$ cat src/rtl/down_timer16.sv
// Loadable down-counter with IDLE/RUN/DONE control, auto-reload or one-shot expiry.
// Q/busy/flag update one clock after inputs; TC and CEO are combinational from Q, ce and state.
module down_timer16 #(
  parameter int WIDTH = 16
) (
  input  logic             clk,
  input  logic             rn,
  input  logic             ce,
  input  logic             ld,
  input  logic [WIDTH-1:0] din,
  input  logic             start,
  input  logic             stop,
  input  logic             periodic,
  input  logic             ack,
  output logic [WIDTH-1:0] Q,
  output logic             TC,
  output logic             CEO,
  output logic             busy,
  output logic             flag
);

  typedef enum logic [1:0] {
    IDLE = 2'd0,
    RUN  = 2'd1,
    DONE = 2'd2
  } state_t;

  state_t           state;
  logic [WIDTH-1:0] rl;
  logic [WIDTH-1:0] start_val;
  logic             expire;

  assign TC   = (Q == '0);
  assign busy = (state == RUN);
  assign CEO  = ce & TC & busy;

  // A same-cycle load bypasses RL so start/restart sees the fresh value.
  assign start_val = ld ? din : rl;
  // Stop and start outrank counting, so a masked tick is not an expiry.
  assign expire    = CEO & ~stop & ~start;

  always_ff @(posedge clk or negedge rn) begin
    if (!rn) begin
      state <= IDLE;
      Q     <= '0;
      rl    <= '0;
      flag  <= 1'b0;
    end else begin
      if (ld)
        rl <= din;

      if (expire)
        flag <= 1'b1;
      else if (ack)
        flag <= 1'b0;

      case (state)
        RUN: begin
          if (stop) begin
            state <= IDLE;
          end else if (start) begin
            Q <= start_val;
          end else if (ce) begin
            if (Q != '0)
              Q <= Q - 1'b1;
            else if (periodic)
              Q <= rl;
            else
              state <= DONE;
          end
        end
        default: begin
          if (start) begin
            state <= RUN;
            Q     <= start_val;
          end else if (ld) begin
            Q <= din;
          end
        end
      endcase
    end
  end

endmodule
$ cat config.mk
export PLATFORM = sky130hd
export DESIGN_NAME = down_timer16
export DESIGN_NICKNAME = d
export VERILOG_FILES = /design/src/rtl/down_timer16.sv
export SDC_FILE = /design/constraint.sdc
export NUM_CORES = 1
export LEC_CHECK = 0
export ABC_CLOCK_PERIOD_IN_PS = 6300
export CORE_MARGIN = 2
export CORE_UTILIZATION = 24
export DETAILED_ROUTE_END_ITERATION = 10
export GPL_TIMING_DRIVEN = 0
export HOLD_SLACK_MARGIN = 0.08
export PLACE_DENSITY = 0.42
export SYNTH_ARGS = -nofsm -noshare
export SYNTH_HDL_FRONTEND = slang
export SYNTH_SLANG_ARGS = --single-unit
$ cat constraint.sdc
create_clock -name clk -period 6.3 [get_ports clk]
set_input_delay 1.89 -clock clk [delete_from_list [all_inputs] [get_ports clk]]
set_output_delay 1.89 -clock clk [all_outputs]
set_load 0.05 [all_outputs]
==> impl_metrics.ini <==
[run_status]
status = finished clean

[sta]
tns_ns = 0
tightest_slew_ns = 1.231
post-route-period-util = 0.8748
finalSetupViolations = 0
period_minus_slack_ns = 5.511
maxSlewHeadroom = 0.1721
skew_ns = 0.008259
maxSlewViolCount = 0
fmaxAchievable_ghz = 0.1815
rsz0062_at_grt = false
timing_hold_violations_final = 0

[drt]
viasPerCell = 5.076
drtAntennaViolNets = 0
first_pass_iters = 4
wirelength_um = 7786
vias = 2137
first_iter_violations = 118
wire_per_inst_um = 18.49
drc = 0

[pwr]
p_leak_nw = 1.177
power.density_nw_per_um2 = 292.9
irDropWorstVdd_mv = 0.09642

[global_routing]
antenna_found_initial = 0
grt_pass1_vias = 2053
grt-ovfl-total = 0
grt_usage = 0.1555
grt_max_degree = 36
grt_first_pass_wirelength_um = 12280

[critical_path]
crit_top_cell = buf_6
critical_path_peak_fanout = 10
reg2reg_to = Q[8]$_DFFE_PN0P_
startpoint_type = flop
end_kind = primary output
ff2ff_setup_slack_ns = 2.96
required_ns = 4.41
worstRegToRegCells = 5
cp_cell_sequence = inv_1 > ha_1 > or4b_4 > buf_6 > nor4b_2 > buf_6 > and3_1 > clkdlybuf4s50_1
regToRegStartpoint = Q[6]$_DFFE_PN0P_
critPathArrivalTime_ns = 3.62
crit_type = reg2out
critical-path-max-stage-delay_ns = 0.80
crit_slowest_cell = clkdlybuf4s50_1

[cells_and_area]
most-common-layout-cells = 42 x clkdlybuf4s50_1, 35 x dfrtp_1, 19 x nor2_1, 17 x o21ai_0, 14 x a21oi_1
nets = 315
drive_above_1_share = 0.1667
antenna_cells = 0
syn2layout_area_growth_pct = 28.40
fin_util = 0.3131
final_common_cell = clkdlybuf4s50_1

[synthesis]
syn-cell-area_um2 = 2340
seq_area_frac_synth = 0.3743
synthCells = 239
synth_fp_nets = 265
ys.flop_type = dfrtp_1
ys_seq_elements = 35
ys_top_cells_by_area = dfrtp_1 37%, mux2_2 6.3%, o21ai_0 3.6%
synthArstFlopShare = 1.000
yosysWarnings = 0
synth_cell_types = 55
synth_top_area_cell = dfrtp_1
synth_top_area_frac = 0.3743
synth_edf_count = 0
synth_area_per_cell_um2 = 9.790

[placement]
port_buffers = 43
gp_congestion = 0.7898
place_hpwl_um = 5386

[cts]
clock-sinks = 35
holdBufCountCts = 0
root_buffer = clkbuf_8
cts_setup_buffers = 0
numCtsBuffers = 5
cts_tree = built
clock_latency_ns = 0.29
htree_levels = 2
cts_buffer_depth = 2
clk_pin_slew_worst_paths_ns = 0.07
cts_resized = 0

[floorplanning]
core_um2 = 9594
die_w_um = 102.7
rows = 36
ios = 44
start_util = 0.2439
die_h_um = 102.7
die_area_um2 = 10550

[hold_path]
worst_hold_path_type = reg2reg
holdPathStages = 2
min_from = state[1]$_DFFE_PN0P_
holdPathEnd = state[1]$_DFFE_PN0P_

[job]
cap_violations = 0
==> worst max-delay path: cells and delay by family, from the launching register on <==
| family | cells | cell delay, ns |
|---|---|---|
| adders and majority gates | 1 | 0.16 |
| and+or+nand+nor | 3 | 1.39 |
| DFF | 1 | 0.44 |
| buffers and inverters | 4 | 1.33 |
==> through the flow <==
step	cells	worst slack [ns]	hold slack (ns)	total power, mW	instance area, µm²
2_1_floorplan	239	1.685	0.4708	0.5782	2340
3_3_place_gp	415	1.043	0.5003	0.7249	2937
3_5_place_dp	415	1.035	0.5002	0.7231	2932
4_1_cts	421	0.7674	0.5176	0.8862	3004
5_1_grt	421	0.6004	0.5464	0.9360	3004
6_report	421	0.7889	0.5172	0.8799	3004
==> state kept, by name, indices dropped and copies added (netlist names) <==
name / cells
Q: 16
rl: 16
state: 2
flag: 1
==> routing by layer <==
layer,vias up,GRT usage,share of wire
met5,-,0,0
li1,1018,-,-
met4,0,0.03340,0.0098
met3,6,0.02373,0.044
met1,1062,0.2284,0.49
met2,51,0.2423,0.46
==> synthesized netlist by cell type, drive strengths merged (2+ instances only) <==
library cell,count
dfrtp,35
a2bb2oi,3
nor4,5
o22a,4
nor4b,2
clkbuf,9
o31a,2
nand2,7
ha,2
mux2i,8
o31ai,2
or4b,2
o211ai,4
o41ai,6
and3,3
a31oi,7
o21ai,17
or4,2
or3b,3
nor3,8
a211oi,5
a21oi,14
mux2,13
nor2,19
a21o,5
a22o,3
buf,12
nand4,4
nand3,3
inv,9
or3,6
nor3b,2
==> kinds of logic (layout without fill, tap and decap cells) <==
kind of cell,after synthesis,after routing,share of synthesized area
flip-flops,35,35,0.3743
XOR/XNOR,2,2,0.007488
multiplexers,21,21,0.09679
AND/OR/NAND/NOR,69,69,0.1711
buffers and inverters,30,79,0.08396
AO/OA/AOI/OAI,80,80,0.2556
adder cells (fa/ha/maj),2,2,0.01069
==> cell type report <==
class | count | area [µm²]
Fill cell | 1018 | 6590
Timing Repair Buffer | 43 | 425.4
Multi-Input combinational cell | 174 | 1267
Buffer | 21 | 162.7
Sequential cell | 35 | 875.8
Tap cell | 133 | 166.4
Inverter | 9 | 33.78
Clock buffer | 6 | 72.57
==> worst max path at each step <==
stage                           startpoint  end  slack, ns
final                     Q[0]$_DFFE_PN0P_  CEO       0.79
after global routing      Q[0]$_DFFE_PN0P_  CEO       0.60
after CTS                 Q[0]$_DFFE_PN0P_  CEO       0.77
after detailed placement                ce  CEO       1.03
after global placement                  ce  CEO       1.04
after floorplan           Q[0]$_DFFE_PN0P_  CEO       1.68
==> power by group <==
part,switching (mW),total (mW),internal (mW)
Combinational,0.247,0.404,0.156
Sequential,0.0515,0.316,0.264
Clock,0.0864,0.160,0.0739
Power figures use the tool's default switching activity.
